===== src/rtl/speles_kontrolieris.sv =====
`default_nettype none
// ============================================================================
// Module      : speles_kontrolieris
// Description : Round controller for the binary number game. Draws a
//               pseudo-random 4-bit target each round, waits for a player
//               submit or a timeout, scores the comparator result and
//               tracks rounds until the game is over.
// Ports       : clk, rst          - clock, synchronous active-high reset
//               start, submit     - level inputs, rising edge acts once
//               guess_sw [0:3]    - player switches, bit 0 is MSB
//               match             - comparator result for num_1/num_2
//               num_1, num_2      - registered target / latched guess
//               round_active      - high while a round is being played
//               hit/miss/timeout  - round result, held during RESULT
//               score, round_no   - rounds won / current round (1-based)
//               game_over         - high once all rounds are played
// Revision    : 1.0 - initial release
// ============================================================================
module speles_kontrolieris #(
    parameter int         ROUND_TICKS  = 100_000_000,
    parameter int         RESULT_TICKS = 50_000_000,
    parameter int         ROUNDS       = 10,
    parameter logic [7:0] LFSR_SEED    = 8'hA5
) (
    input  logic       clk,
    input  logic       rst,
    input  logic       start,
    input  logic       submit,
    input  logic [0:3] guess_sw,
    input  logic       match,
    output logic [0:3] num_1,
    output logic [0:3] num_2,
    output logic       round_active,
    output logic       hit,
    output logic       miss,
    output logic       timeout,
    output logic [7:0] score,
    output logic [7:0] round_no,
    output logic       game_over
);

    // One down-counter serves both the round window and the result hold.
    localparam int c_TIMER_MAX = (ROUND_TICKS > RESULT_TICKS) ? ROUND_TICKS : RESULT_TICKS;
    localparam int c_TIMER_W   = $clog2(c_TIMER_MAX + 1);

    typedef enum logic [2:0] {
        S_IDLE   = 3'd0,
        S_NEW    = 3'd1,
        S_PLAY   = 3'd2,
        S_CHECK  = 3'd3,
        S_RESULT = 3'd4,
        S_DONE   = 3'd5
    } state_t;

    state_t                 r_state;
    logic [7:0]             r_lfsr;
    logic                   r_start_q;
    logic                   r_submit_q;
    logic [0:3]             r_num1;
    logic [0:3]             r_num2;
    logic [7:0]             r_score;
    logic [7:0]             r_round;
    logic [c_TIMER_W-1:0]   r_timer;
    logic                   r_hit;
    logic                   r_miss;
    logic                   r_timeout;

    state_t                 w_state_n;
    logic [0:3]             w_num1_n;
    logic [0:3]             w_num2_n;
    logic [7:0]             w_score_n;
    logic [7:0]             w_round_n;
    logic [c_TIMER_W-1:0]   w_timer_n;
    logic                   w_hit_n;
    logic                   w_miss_n;
    logic                   w_timeout_n;

    logic                   w_start_edge;
    logic                   w_submit_edge;
    logic                   w_lfsr_fb;
    logic [0:3]             w_cand;
    logic [0:3]             w_target;

    assign w_start_edge  = start & ~r_start_q;
    assign w_submit_edge = submit & ~r_submit_q;

    // Taps for x^8 + x^6 + x^5 + x^4 + 1
    assign w_lfsr_fb = r_lfsr[7] ^ r_lfsr[5] ^ r_lfsr[4] ^ r_lfsr[3];

    // lfsr[3] lands in num_1[0] (MSB). Flipping the value LSB on a repeat
    // guarantees consecutive targets differ.
    assign w_cand   = r_lfsr[3:0];
    assign w_target = (w_cand == r_num1) ? (w_cand ^ 4'b0001) : w_cand;

    always_ff @(posedge clk) begin
        if (rst) begin
            r_state    <= S_IDLE;
            r_lfsr     <= LFSR_SEED;
            r_start_q  <= 1'b0;
            r_submit_q <= 1'b0;
            r_num1     <= 4'h0;
            r_num2     <= 4'hF;
            r_score    <= 8'd0;
            r_round    <= 8'd0;
            r_timer    <= '0;
            r_hit      <= 1'b0;
            r_miss     <= 1'b0;
            r_timeout  <= 1'b0;
        end else begin
            r_state    <= w_state_n;
            r_lfsr     <= {r_lfsr[6:0], w_lfsr_fb};
            r_start_q  <= start;
            r_submit_q <= submit;
            r_num1     <= w_num1_n;
            r_num2     <= w_num2_n;
            r_score    <= w_score_n;
            r_round    <= w_round_n;
            r_timer    <= w_timer_n;
            r_hit      <= w_hit_n;
            r_miss     <= w_miss_n;
            r_timeout  <= w_timeout_n;
        end
    end

    always_comb begin
        w_state_n   = r_state;
        w_num1_n    = r_num1;
        w_num2_n    = r_num2;
        w_score_n   = r_score;
        w_round_n   = r_round;
        w_timer_n   = r_timer;
        w_hit_n     = r_hit;
        w_miss_n    = r_miss;
        w_timeout_n = r_timeout;

        case (r_state)
            S_IDLE, S_DONE: begin
                if (w_start_edge) begin
                    w_score_n = 8'd0;
                    w_round_n = 8'd0;
                    w_state_n = S_NEW;
                end
            end
            S_NEW: begin
                w_num1_n  = w_target;
                // Inverted guess cannot match, so PLAY never sees a stale hit.
                w_num2_n  = ~w_target;
                w_round_n = r_round + 8'd1;
                w_timer_n = c_TIMER_W'(ROUND_TICKS - 1);
                w_state_n = S_PLAY;
            end
            S_PLAY: begin
                // Submit wins over an expiring timer in the same cycle.
                if (w_submit_edge) begin
                    w_num2_n  = guess_sw;
                    w_state_n = S_CHECK;
                end else if (r_timer == '0) begin
                    w_miss_n    = 1'b1;
                    w_timeout_n = 1'b1;
                    w_timer_n   = c_TIMER_W'(RESULT_TICKS - 1);
                    w_state_n   = S_RESULT;
                end else begin
                    w_timer_n = r_timer - 1'b1;
                end
            end
            S_CHECK: begin
                w_timer_n = c_TIMER_W'(RESULT_TICKS - 1);
                w_state_n = S_RESULT;
                if (match) begin
                    w_score_n = r_score + 8'd1;
                    w_hit_n   = 1'b1;
                end else begin
                    w_miss_n  = 1'b1;
                end
            end
            S_RESULT: begin
                if (r_timer == '0) begin
                    w_hit_n     = 1'b0;
                    w_miss_n    = 1'b0;
                    w_timeout_n = 1'b0;
                    w_state_n   = (r_round == 8'(ROUNDS)) ? S_DONE : S_NEW;
                end else begin
                    w_timer_n = r_timer - 1'b1;
                end
            end
            default: begin
                w_state_n = S_IDLE;
            end
        endcase
    end

    assign num_1        = r_num1;
    assign num_2        = r_num2;
    assign round_active = (r_state == S_PLAY);
    assign hit          = r_hit;
    assign miss         = r_miss;
    assign timeout      = r_timeout;
    assign score        = r_score;
    assign round_no     = r_round;
    assign game_over    = (r_state == S_DONE);

endmodule
`default_nettype wire


===== config.mk =====
export PLATFORM = sky130hd
export DESIGN_NAME = speles_kontrolieris
export DESIGN_NICKNAME = d
export VERILOG_FILES = /design/src/rtl/speles_kontrolieris.sv
export SDC_FILE = /design/constraint.sdc
export NUM_CORES = 1
export LEC_CHECK = 0
export ABC_CLOCK_PERIOD_IN_PS = 2440
export BUFFER_PORTS_ARGS = -buffer_cell sky130_fd_sc_hd__clkbuf_2
export CAP_MARGIN = 10
export CORE_MARGIN = 5
export CORE_UTILIZATION = 35
export CTS_BUF_LIST = sky130_fd_sc_hd__clkbuf_4
export DETAILED_ROUTE_END_ITERATION = 7
export PLACE_DENSITY = 0.62
export SYNTH_ARGS = -nofsm -noshare
export SYNTH_HDL_FRONTEND = slang
export SYNTH_SLANG_ARGS = --single-unit

===== constraint.sdc =====
create_clock -name clk -period 2.44 [get_ports clk]
set_input_delay 0.732 -clock clk [delete_from_list [all_inputs] [get_ports clk]]
set_output_delay 0.732 -clock clk [all_outputs]
set_load 0.05 [all_outputs]

# Word level (Yosys, flattened, before mapping)
# Cells that the tools add are included.
word_totals:
  word_cells: 83
  regBits: 67
  in_bits: 9
  output_inout_bits: 29
classes:
  bitwise_logic: 9
  muxes: 25
  eq_ne: 16
  reduce_logical: 18
  n_addsub: 3
op_table:
  columns: ["op", "n"]
  rows:
  - ["27-bit one-hot mux with 4 select lines", 1]
  - ["27-bit 2-to-1 mux", 3]
  - ["8-bit one-hot mux with 2 select lines", 2]
  - ["27-bit zero test", 1]
  - ["27-bit by 1-bit subtractor with 27-bit output (second input constant)", 1]
  - ["8-bit by 1-bit adder with 8-bit output (second input constant)", 2]
  - ["8-bit 2-to-1 mux", 2]
  - ["3-bit 2-to-1 mux", 5]
  - ["3-bit one-hot mux with 5 select lines", 1]
  - ["2-bit inequality test (second input constant)", 6]
  - ["3-bit AND reduction", 4]
  - ["2-bit nonzero test", 5]
  - ["8-bit by 4-bit == test with 1-bit output (second input constant)", 1]
  - ["4-bit one-hot mux with 2 select lines", 1]
  - ["3-bit by 2-bit == test with 1-bit output (second input constant)", 2]
  - ["3-bit == test (second input constant)", 2]
  - ["1-bit 2-to-1 mux", 6]
  - ["5-bit AND reduction", 1]
  - ["4-bit == test", 1]
  - ["4-bit 2-to-1 mux", 1]
  - ["2-bit by 1-bit inequality test with 1-bit output (second input constant)", 2]
  - ["4-bit inverter", 1]
  - ["1-bit one-hot mux with 2 select lines", 2]
  - ["2-bit AND reduction", 2]
  - ["other kinds (11)", 16]

# Depth between registers and ports, before layout
# Gate-level depths: netlist of run 1.
logic_depth:
  ltp_word: 4
  mapped_depth: 10
  ltp_nobuf: 8

# Worst setup path before layout of run 1
# Ideal clock, no wire load.
synth_path:
  path_kind: "register -> register"
  startpoint: "register r_state[2]"
  endpoint: "register r_timer[6]"
  synth_period_minus_slack_ns: 2.683
  slack_ns: -0.243
  setup_ns: 0.134
  arrival_ns: 2.549
  path_stages_with_launch: 9
  path_cell_list: "dfxtp_1 > clkbuf_1 > nor3b_2 > a21oi_1 > a21oi_1 > buf_2 > o21ai_0 > a21oi_1 > a211oi_1"
synth_between:
  elab_chain_len: 3
  elab_cells_between_ends: 9
synth_rtl:
  columns: ["item", "line_no", "source"]
  rows:
  - ["start, declared", "55", "state_t r_state;"]
  - ["start signal, assigned", "110", "r_state <= w_state_n;"]
  - ["3-bit by 2-bit == test with 1-bit output (*)", null, null]
  - ["net round_active", "33", "output logic round_active,"]
  - ["2-bit inequality test (no source line) or 4-bit nonzero test (tied branches)", null, null]
  - ["3-bit AND reduction (no source line)", null, null]
  - ["end signal, assigned", "118", "r_timer <= w_timer_n;"]
  - ["end, declared", "63", "logic [c_TIMER_W-1:0] r_timer;"]
# The timed path passes the listed nets; every way through them passes the cells marked *.
# A chain may end at the register's enable or synchronous reset.

# Final worst setup path of run 1
layout_path:
  startpoint: "register r_state[1]"
  endpoint: "output round_active"
layout_between:
  elab_chain_len: 1
layout_rtl:
  columns: ["item", "line_no", "source"]
  rows:
  - ["3-bit by 2-bit == test with 1-bit output", "194", "assign round_active = (r_state == S_PLAY);"]
  - ["end, declared", "33", null]
# Every way passes these cells.

==> results of run 1 <==
routing by layer:
layer,vias to the layer above,routed length [µm]
li1,1605,-
met1,1512,3910
met2,54,4150
met3,10,350
met4,0,93
met5,-,0
metrics by stage:
step	std cells	total power, W	hold WS [ps]	cell area (µm²)
finish	604	0.00496	431	4060
floorplan	409	0.00342	389	3400
detailed placement	588	0.00425	400	3920
global route	604	0.00534	459	4060
CTS	604	0.00494	439	4040
global placement	588	0.00420	395	3920
what timing repair did:
item,CTS,global route
cloned,0,0
pin swaps,0,1
gates resized for setup,3,7
setup endpoints to repair,4,15
state kept, by name, summed over array words and instances (netlist names):
name,cells
r_timer,27
r_start_q,1
num_2,4
score,8
num_1,4
hit,1
r_submit_q,1
miss,1
round_no,8
timeout,1
r_state,3
r_lfsr,8
cell families (layout without fill, tap and decap cells):
group	Yosys count	after routing	share of synthesized area
simple gates	175	175	0.281
compound gates	110	110	0.209
flops	67	67	0.396
buf+inv	30	96	0.0388
xor+xnor	20	20	0.0518
fa+ha+maj	4	4	0.0148
mux	3	3	0.00924
report_power, final:
part / total [W] / switching, W / internal (W)
sequential: 0.00162 / 0.000284 / 0.00134
clock: 0.000661 / 0.000446 / 0.000216
combinational: 0.00268 / 0.00161 / 0.00107
total: 0.00496 / 0.00234 / 0.00262
layout make-up:
cell class | instances | area share
clock inverter | 7 | 0.0130
sequential | 67 | 0.331
inverter | 9 | 0.00833
tap | 129 | 0.0398
clock buffer | 9 | 0.0167
timing repair buffer | 71 | 0.113
multi-input combinational | 312 | 0.478
worst paths after layout:
path                            startpoint           end  slack (ps)
worst max-delay path            r_state[1]  round_active         120
worst min-delay path             r_lfsr[6]     r_lfsr[7]         430
worst max register to register  r_timer[0]   r_timer[11]         120
worst min register to register   r_lfsr[6]     r_lfsr[7]         430
cells in the final DEF (no fill, tap or decap), types with 10 or more instances in the layout:
cell type / Yosys / layout
nand3_1: 11 / 11
nor2_1: 52 / 50
xor2_1: 13 / 13
nand2_1: 19 / 19
a211oi_1: 15 / 15
nor3_1: 16 / 16
buf_4: 0 / 32
nor2b_1: 10 / 10
nand2b_1: 10 / 10
clkbuf_2: 0 / 36
o21ai_0: 17 / 17
dfxtp_1: 67 / 64
a21oi_1: 39 / 39
nor4_1: 10 / 10
==> flow_summary.toml, run 1 <==
[outcome]
outcome = "finished, final reports clean"

[timing]
max_freq_mhz = 431
fin_ws_ps = 119
setup_viol = 0
period_needed_ps = 2320
slew_violations = 0
clock_skew_ps = 13.5
tns_ps = 0
worst_pin_slew_ps = 660
fin_crit_sh = 0.951
slew_headroom = 0.555
hold_viol = 0
grt_setup_unrepaired = "yes"

[cells_and_area]
nNetsFinal = 483
postLayoutCoreUtil = 0.435
drive_gt1_frac = 0.248
area_delta_synth_final_pct = 19.9
final-seq-area_mm2 = 0.00135
nFillCells = 955
antenna_cells = 0
multi_input_area_mm2 = 0.00194

[global_route]
grt_start_max_net_pins = 32
antenna_found_initial = 0
met1_usage = 0.183
grt_pass1_wl_um = 14300
gr-total-overflow = 0
grt_util_met3 = 0.0412
grt_pass1_vias = 3016
use_met2 = 0.265
top_usage_layer = "met2"
grtUsageTotal = 0.152

[die]
initial_core_util = 0.363
die_w_um = 108
die_area_mm2 = 0.0117
io_pins = 38
die_h_um = 108
fp-row-count = 35
fp.coreArea_mm2 = 0.00933

[clocking]
numCtsBuffers = 9
clk_pin_slew_ps = 130
clock_sinks = 67
cts-root-buf = "clkbuf_4"
hold_buffers = 0
htree_levels = 3
post_cts_buffers = 0
clockBufferDepth = 2
clkLatencyLatePin_ps = 430
cts_tree = "yes"

[synthesis]
synthTopCellsByCount = "dfxtp_1, nor2_1, a21oi_1"
yosysWarningCount = 0
async_reset_ff_frac = 0
synth_largest_area_cell = "dfxtp_1"
syn-num-nets = 422
ys_seq_area_frac = 0.396
synth.distinct_cells = 54
ys_dominant_reg_cell = "dfxtp_1"
syn-mean-instance-area_um2 = 8.28
synth.most_common_cell = "dfxtp_1"
syn-cell-area_mm2 = 0.00338
synthTopCellsByArea = "dfxtp_1, a21oi_1, nor2_1"
synth_edf_count = 0
synth_top_area_share = 0.396
yosys_register_bits = 67
syn_inst = 409

[power_and_ir_drop]
power.density_mw_per_mm2 = 1220
leakage_nw = 1.58
ir_worst_vdd_v = 0.000403

[hold_path]
hold_path.class = "register to register"
hold_depth = 1

[worst_setup_path]
cp-start-kind = "register"
crit_path_end_kind = "output port"
critPathRequiredTime_ps = 1710
critPathTopFamily = "flip-flops"
crit_type = "register to output port"
cp_cell_sequence = "nor3b_4 > buf_4 > clkbuf_2"
critPathArrivalTime_ps = 1590
path_buf_inv = 2
crit_slowest_cell = "dfxtp_2"
rr_worst_depth = 10
crit_fanout = 12
cpPeakStageDelay_ps = 470
path_depth = 3

[detailed_routing]
ant_nets = 0
finalWirelength_um = 8510
drc = 0
num_vias = 3181
dr.first_iter.drc_count = 148
vias_per_cell = 5.27
dr.pass1.iters = 4
wl_per_cell_um = 14.1

[place]
portBuffers = 37
place_congestion = 0.834
place.detailed.hpwl_um = 6300
place_ws_ps = 12.4

[run]
maxCapViolCount = 0
Power figures use the tool's default switching activity.
==> run 2: changes to the inputs <==
--- a/config.mk
+++ b/config.mk
@@ -5,12 +5,13 @@
 export SDC_FILE = /design/constraint.sdc
 export NUM_CORES = 1
 export LEC_CHECK = 0
+export ABC_AREA = 0
 export ABC_CLOCK_PERIOD_IN_PS = 2440
 export BUFFER_PORTS_ARGS = -buffer_cell sky130_fd_sc_hd__clkbuf_2
 export CAP_MARGIN = 10
 export CORE_MARGIN = 5
 export CORE_UTILIZATION = 35
-export CTS_BUF_LIST = sky130_fd_sc_hd__clkbuf_4
+export CTS_BUF_LIST = sky130_fd_sc_hd__clkbuf_2
 export DETAILED_ROUTE_END_ITERATION = 7
 export PLACE_DENSITY = 0.62
 export SYNTH_ARGS = -nofsm -noshare
==> flow_summary.toml, run 2 (synthesis gave the netlist of run 1 again) <==
[global_route]
antenna_found_initial = 0
gr-total-overflow = 0
grt_pass1_wl_um = 14300
grtUsageTotal = 0.152
grt_pass1_vias = 3007
grt_start_max_net_pins = 32

[clocking]
htree_levels = 3
clock_sinks = 67
clockBufferDepth = 2
cts_tree = "yes"
clkLatencyLatePin_ps = 540
numCtsBuffers = 9
clk_pin_slew_ps = 210
cts-root-buf = "clkbuf_2"
hold_buffers = 0

[worst_setup_path]
cp_cell_sequence = "or4_4 > or4_4 > buf_6 > nor2_1 > nand3_1 > a21oi_1 > nor3_1"
crit_fanout = 9
rr_worst_depth = 7
path_depth = 7
crit_type = "register to register"
cp-startpoint = "r_timer[5]"
r2r_slack_ps = 110
critPathRequiredTime_ps = 2880
crit_path_end_kind = "register"
crit_slowest_cell = "or4_4"
critPathTopFamily = "simple AND/OR/NAND/NOR gates"
regToRegEndpoint = "r_timer[18]"
critPathArrivalTime_ps = 2770
cpPeakStageDelay_ps = 580
timing.rr.start = "r_timer[5]"
critPathCapture = "r_timer[18]"
cp-start-kind = "register"
path_buf_inv = 1
cp_common_cell = "or4_4"

[cells_and_area]
largest_reg_flops = 27
final_common_cell = "dfxtp_1"
area_delta_synth_final_pct = 20.2
regMostFlops = "r_timer"
finalNonFillerCells = 606
final_cell_mix = "dfxtp_1, nor2_1, clkbuf_2"
nFillCells = 959
antenna_cells = 0
nNetsFinal = 485
fin_area_mm2 = 0.00407
drive_gt1_frac = 0.254

[timing]
clock_skew_ps = 26.3
hold_viol = 0
tns_ps = 0
fin_ws_ps = 114
worst_pin_slew_ps = 649
setup_viol = 0
period_needed_ps = 2330
slew_violations = 0
slew_headroom = 0.563
fin_crit_sh = 0.953
max_freq_mhz = 430
grt_setup_unrepaired = "yes"

[place]
place_ws_ps = 12.4
place.detailed.hpwl_um = 6300
portBuffers = 37
placed_cell_area_mm2 = 0.00392
dpl.cell_count = 588
place_congestion = 0.834

[outcome]
outcome = "finished, final reports clean"

[detailed_routing]
num_vias = 3180
finalWirelength_um = 8520
wl_per_cell_um = 14.1
drc = 0
ant_nets = 0
dr.pass1.iters = 5
vias_per_cell = 5.25
dr.first_iter.drc_count = 137

[power_and_ir_drop]
leakage_nw = 1.59
power.density_mw_per_mm2 = 1210
finalPower_w = 0.00492
ir_worst_vdd_v = 0.000433

[die]
fp-row-count = 35
initial_core_util = 0.363
die_area_mm2 = 0.0117
fp.coreArea_mm2 = 0.00933
die_h_um = 108
die_w_um = 108
io_pins = 38

[hold_path]
hold_path.class = "input port to register"

[run]
maxCapViolCount = 0
## run 2: cell count changes in the layout (fill, tap and decap cells not counted)
| cell | before | now |
|---|---|---|
| buf_4 | 32 | 34 |
| nor2b_2 | 0 | 1 |
| dfxtp_1 | 64 | 63 |
| dfxtp_4 | 0 | 3 |
| nor2b_1 | 10 | 9 |
| nor2_1 | 50 | 52 |
| clkbuf_4 | 9 | 2 |
| nor4_1 | 10 | 9 |
| buf_2 | 1 | 0 |
| dfxtp_2 | 3 | 1 |
| clkbuf_2 | 36 | 44 |
| nor2_2 | 5 | 3 |
| nor4_2 | 1 | 2 |
## run 2: final cells by class
cell class	count	area (µm²)	share of cell area
Clock inverter	7	52.6	0.0129
Sequential cell	67	1350	0.333
Tap cell	129	161	0.0397
Timing Repair Buffer	73	477	0.117
Multi-Input combinational cell	312	1940	0.478
Inverter	9	33.8	0.00831
Clock buffer	9	45.0	0.0111
## run 2: metrics by stage
step,hold WS (ps),util
5_1_grt,385,0.436
3_5_place_dp,400,0.420
3_3_place_gp,395,0.420
2_1_floorplan,389,-
6_report,414,0.436
4_1_cts,393,0.432
## run 2: how the worst min path moves through the flow
stage / slack, ps / end / cells after the start / startpoint
2_1_floorplan: 390 / r_lfsr[7] / 1 / r_lfsr[6]
3_3_place_gp: 390 / r_lfsr[7] / 1 / r_lfsr[6]
3_5_place_dp: 400 / r_lfsr[7] / 1 / r_lfsr[6]
4_1_cts: 390 / r_start_q / 2 / start
5_1_grt: 390 / r_submit_q / 2 / submit
6_report: 410 / r_submit_q / 2 / submit
## run 2: timing repair
item                                    in CTS  in global routing
pin swaps                                    0                  1
resized for setup                            7                  8
endpoints found under the setup margin       4                 16
setup buffers                                0                  2
## run 2: routing by layer
metal	GRT usage	vias to the layer above	part of all wire
li1	-	1608	-
met1	0.184	1498	0.46
met2	0.264	61	0.49
met3	0.0358	13	0.038
met4	0.0532	0	0.018
met5	0	-	0
## run 2: power breakdown
group          switching (W)  internal, W  total (W)
registers           0.000275      0.00134    0.00162
logic                0.00162      0.00110    0.00272
clock network       0.000450     0.000141   0.000590
==> run 3: changes to the inputs <==
--- a/config.mk
+++ b/config.mk
@@ -10,10 +10,10 @@
 export BUFFER_PORTS_ARGS = -buffer_cell sky130_fd_sc_hd__clkbuf_2
 export CAP_MARGIN = 10
 export CORE_MARGIN = 5
-export CORE_UTILIZATION = 35
+export CORE_UTILIZATION = 55
 export CTS_BUF_LIST = sky130_fd_sc_hd__clkbuf_2
 export DETAILED_ROUTE_END_ITERATION = 7
-export PLACE_DENSITY = 0.62
+export PLACE_DENSITY = 0.87
 export SYNTH_ARGS = -nofsm -noshare
 export SYNTH_HDL_FRONTEND = slang
 export SYNTH_SLANG_ARGS = --single-unit
==> constraint.sdc (replaced) <==
create_clock -name clk -period 2.44 [get_ports clk]
set_input_delay 0.488 -clock clk [delete_from_list [all_inputs] [get_ports clk]]
set_output_delay 0.488 -clock clk [all_outputs]
set_load 0.05 [all_outputs]
==> flow_summary.toml, run 3 (synthesis gave the netlist of run 1 again) <==
[cells_and_area]
nNetsFinal = 478
final_cell_mix = "dfxtp_1, nor2_1, clkbuf_2"
nFillCells = 497
regMostFlops = "r_timer"
antenna_cells = 0
area_delta_synth_final_pct = 17.8
fin_area_mm2 = 0.00399
multi_input_area_mm2 = 0.00198
final_common_cell = "dfxtp_1"
final-seq-area_mm2 = 0.00135
drive_gt1_frac = 0.247
finalNonFillerCells = 545
largest_reg_flops = 27

[detailed_routing]
finalWirelength_um = 8310
num_vias = 3231
drc = 0
ant_nets = 0
vias_per_cell = 5.93
wl_per_cell_um = 15.3
dr.first_iter.drc_count = 219
dr.pass1.iters = 5

[timing]
whs_ps = 165
tns_ps = 0
grt_setup_unrepaired = "yes"
worst_pin_slew_ps = 687
slew_headroom = 0.542
max_freq_mhz = 415
fin_crit_sh = 0.987
hold_viol = 0
period_needed_ps = 2410
clock_skew_ps = 25.9
slew_violations = 0
setup_viol = 0

[die]
initial_core_util = 0.568
die_h_um = 88.4
fp-row-count = 28
die_w_um = 88.4
io_pins = 38
die_area_mm2 = 0.00782
fp.coreArea_mm2 = 0.00596

[clocking]
clkLatencyLatePin_ps = 550
clockBufferDepth = 2
clk_pin_slew_ps = 200
cts_tree = "yes"
clock_sinks = 67
numCtsBuffers = 9
htree_levels = 3
cts-root-buf = "clkbuf_2"

[run]
maxCapViolCount = 0

[worst_setup_path]
critPathArrivalTime_ps = 2860
timing.rr.start = "r_timer[9]"
cp-startpoint = "r_timer[9]"
critPathCapture = "r_timer[22]"
crit_path_end_kind = "register"
critPathRequiredTime_ps = 2890
cp-start-kind = "register"
crit_type = "register to register"
crit_fanout = 6
regToRegEndpoint = "r_timer[22]"
rr_worst_depth = 6
r2r_slack_ps = 30

[global_route]
antenna_found_initial = 0
grt_pass1_wl_um = 14200
grt_start_max_net_pins = 34
grt_pass1_vias = 3069
gr-total-overflow = 0
grtUsageTotal = 0.230

[place]
place.detailed.hpwl_um = 5910
portBuffers = 37
dpl.cell_count = 529
place_congestion = 0.887
placed_cell_area_mm2 = 0.00381

[power_and_ir_drop]
power.density_mw_per_mm2 = 1260
ir_worst_vdd_v = 0.000957
leakage_nw = 1.57

[hold_path]
hold_path.class = "input port to register"

[outcome]
outcome = "finished, final reports clean"
==> run 3: changes by cell type in the layout (fill, tap and decap cells not counted), moves of 2 or more <==
cell / change
buf_4: -6
clkbuf_2: +2
clkbuf_4: -2
dfxtp_2: +2
dfxtp_4: -3
nor2_1: -2
nor2_4: +2
==> run 3: area by class of cell <==
type,count,share of cell area
flip-flops and latches,67,0.337
clock buffers,9,0.0113
multi-input cells,312,0.496
repair buffers,66,0.104
well taps,75,0.0235
clock inverters,7,0.0188
inverters,9,0.00847
==> run 3: power by group <==
group          internal [W]  switching [W]  leakage, nW
Combinational       0.00105        0.00165        0.945
Sequential          0.00134       0.000297        0.550
Clock              0.000246       0.000438       0.0770
Total               0.00263        0.00239         1.57
==> run 3: worst max-delay path: stages (launching register included) <==
cell and delay, ps:
dfxtp_1 390, or4_1 650, or4_4 520, buf_4 200, nor4_4 250, o21ai_1 110
a221oi_2 210
==> run 3: routing by layer <==
metal / GRT usage / vias up / share of wire
li1: - / 1600 / -
met1: 0.290 / 1507 / 0.43
met2: 0.383 / 115 / 0.49
met3: 0.0587 / 9 / 0.070
met4: 0.0783 / 0 / 0.012
met5: 0 / - / 0
==> run 3: how the worst min path moves through the flow <==
stage / startpoint / to / slack [ps] / cells past startpoint
3_5_place_dp: r_lfsr[6] / r_lfsr[7] / 400 / 1
6_report: submit / r_submit_q / 170 / 2
2_1_floorplan: r_lfsr[6] / r_lfsr[7] / 390 / 1
3_3_place_gp: r_lfsr[6] / r_lfsr[7] / 390 / 1
4_1_cts: submit / r_submit_q / 140 / 2
5_1_grt: submit / r_submit_q / 140 / 2
==> run 3: stage by stage <==
stage / total power, W / setup WS [ps] / util
2_1_floorplan: 0.00342 / 9.25 / -
3_3_place_gp: 0.00411 / 98.1 / 0.640
3_5_place_dp: 0.00420 / 6.19 / 0.640
4_1_cts: 0.00489 / 1.23 / 0.660
5_1_grt: 0.00541 / -107 / 0.670
6_report: 0.00502 / 32.6 / 0.670
==> run 3: what timing repair did <==
action	CTS	global route
pin swaps	0	6
gates resized for setup	2	13
setup endpoints to repair	2	30
hold buffers	0	0
setup buffers	0	0
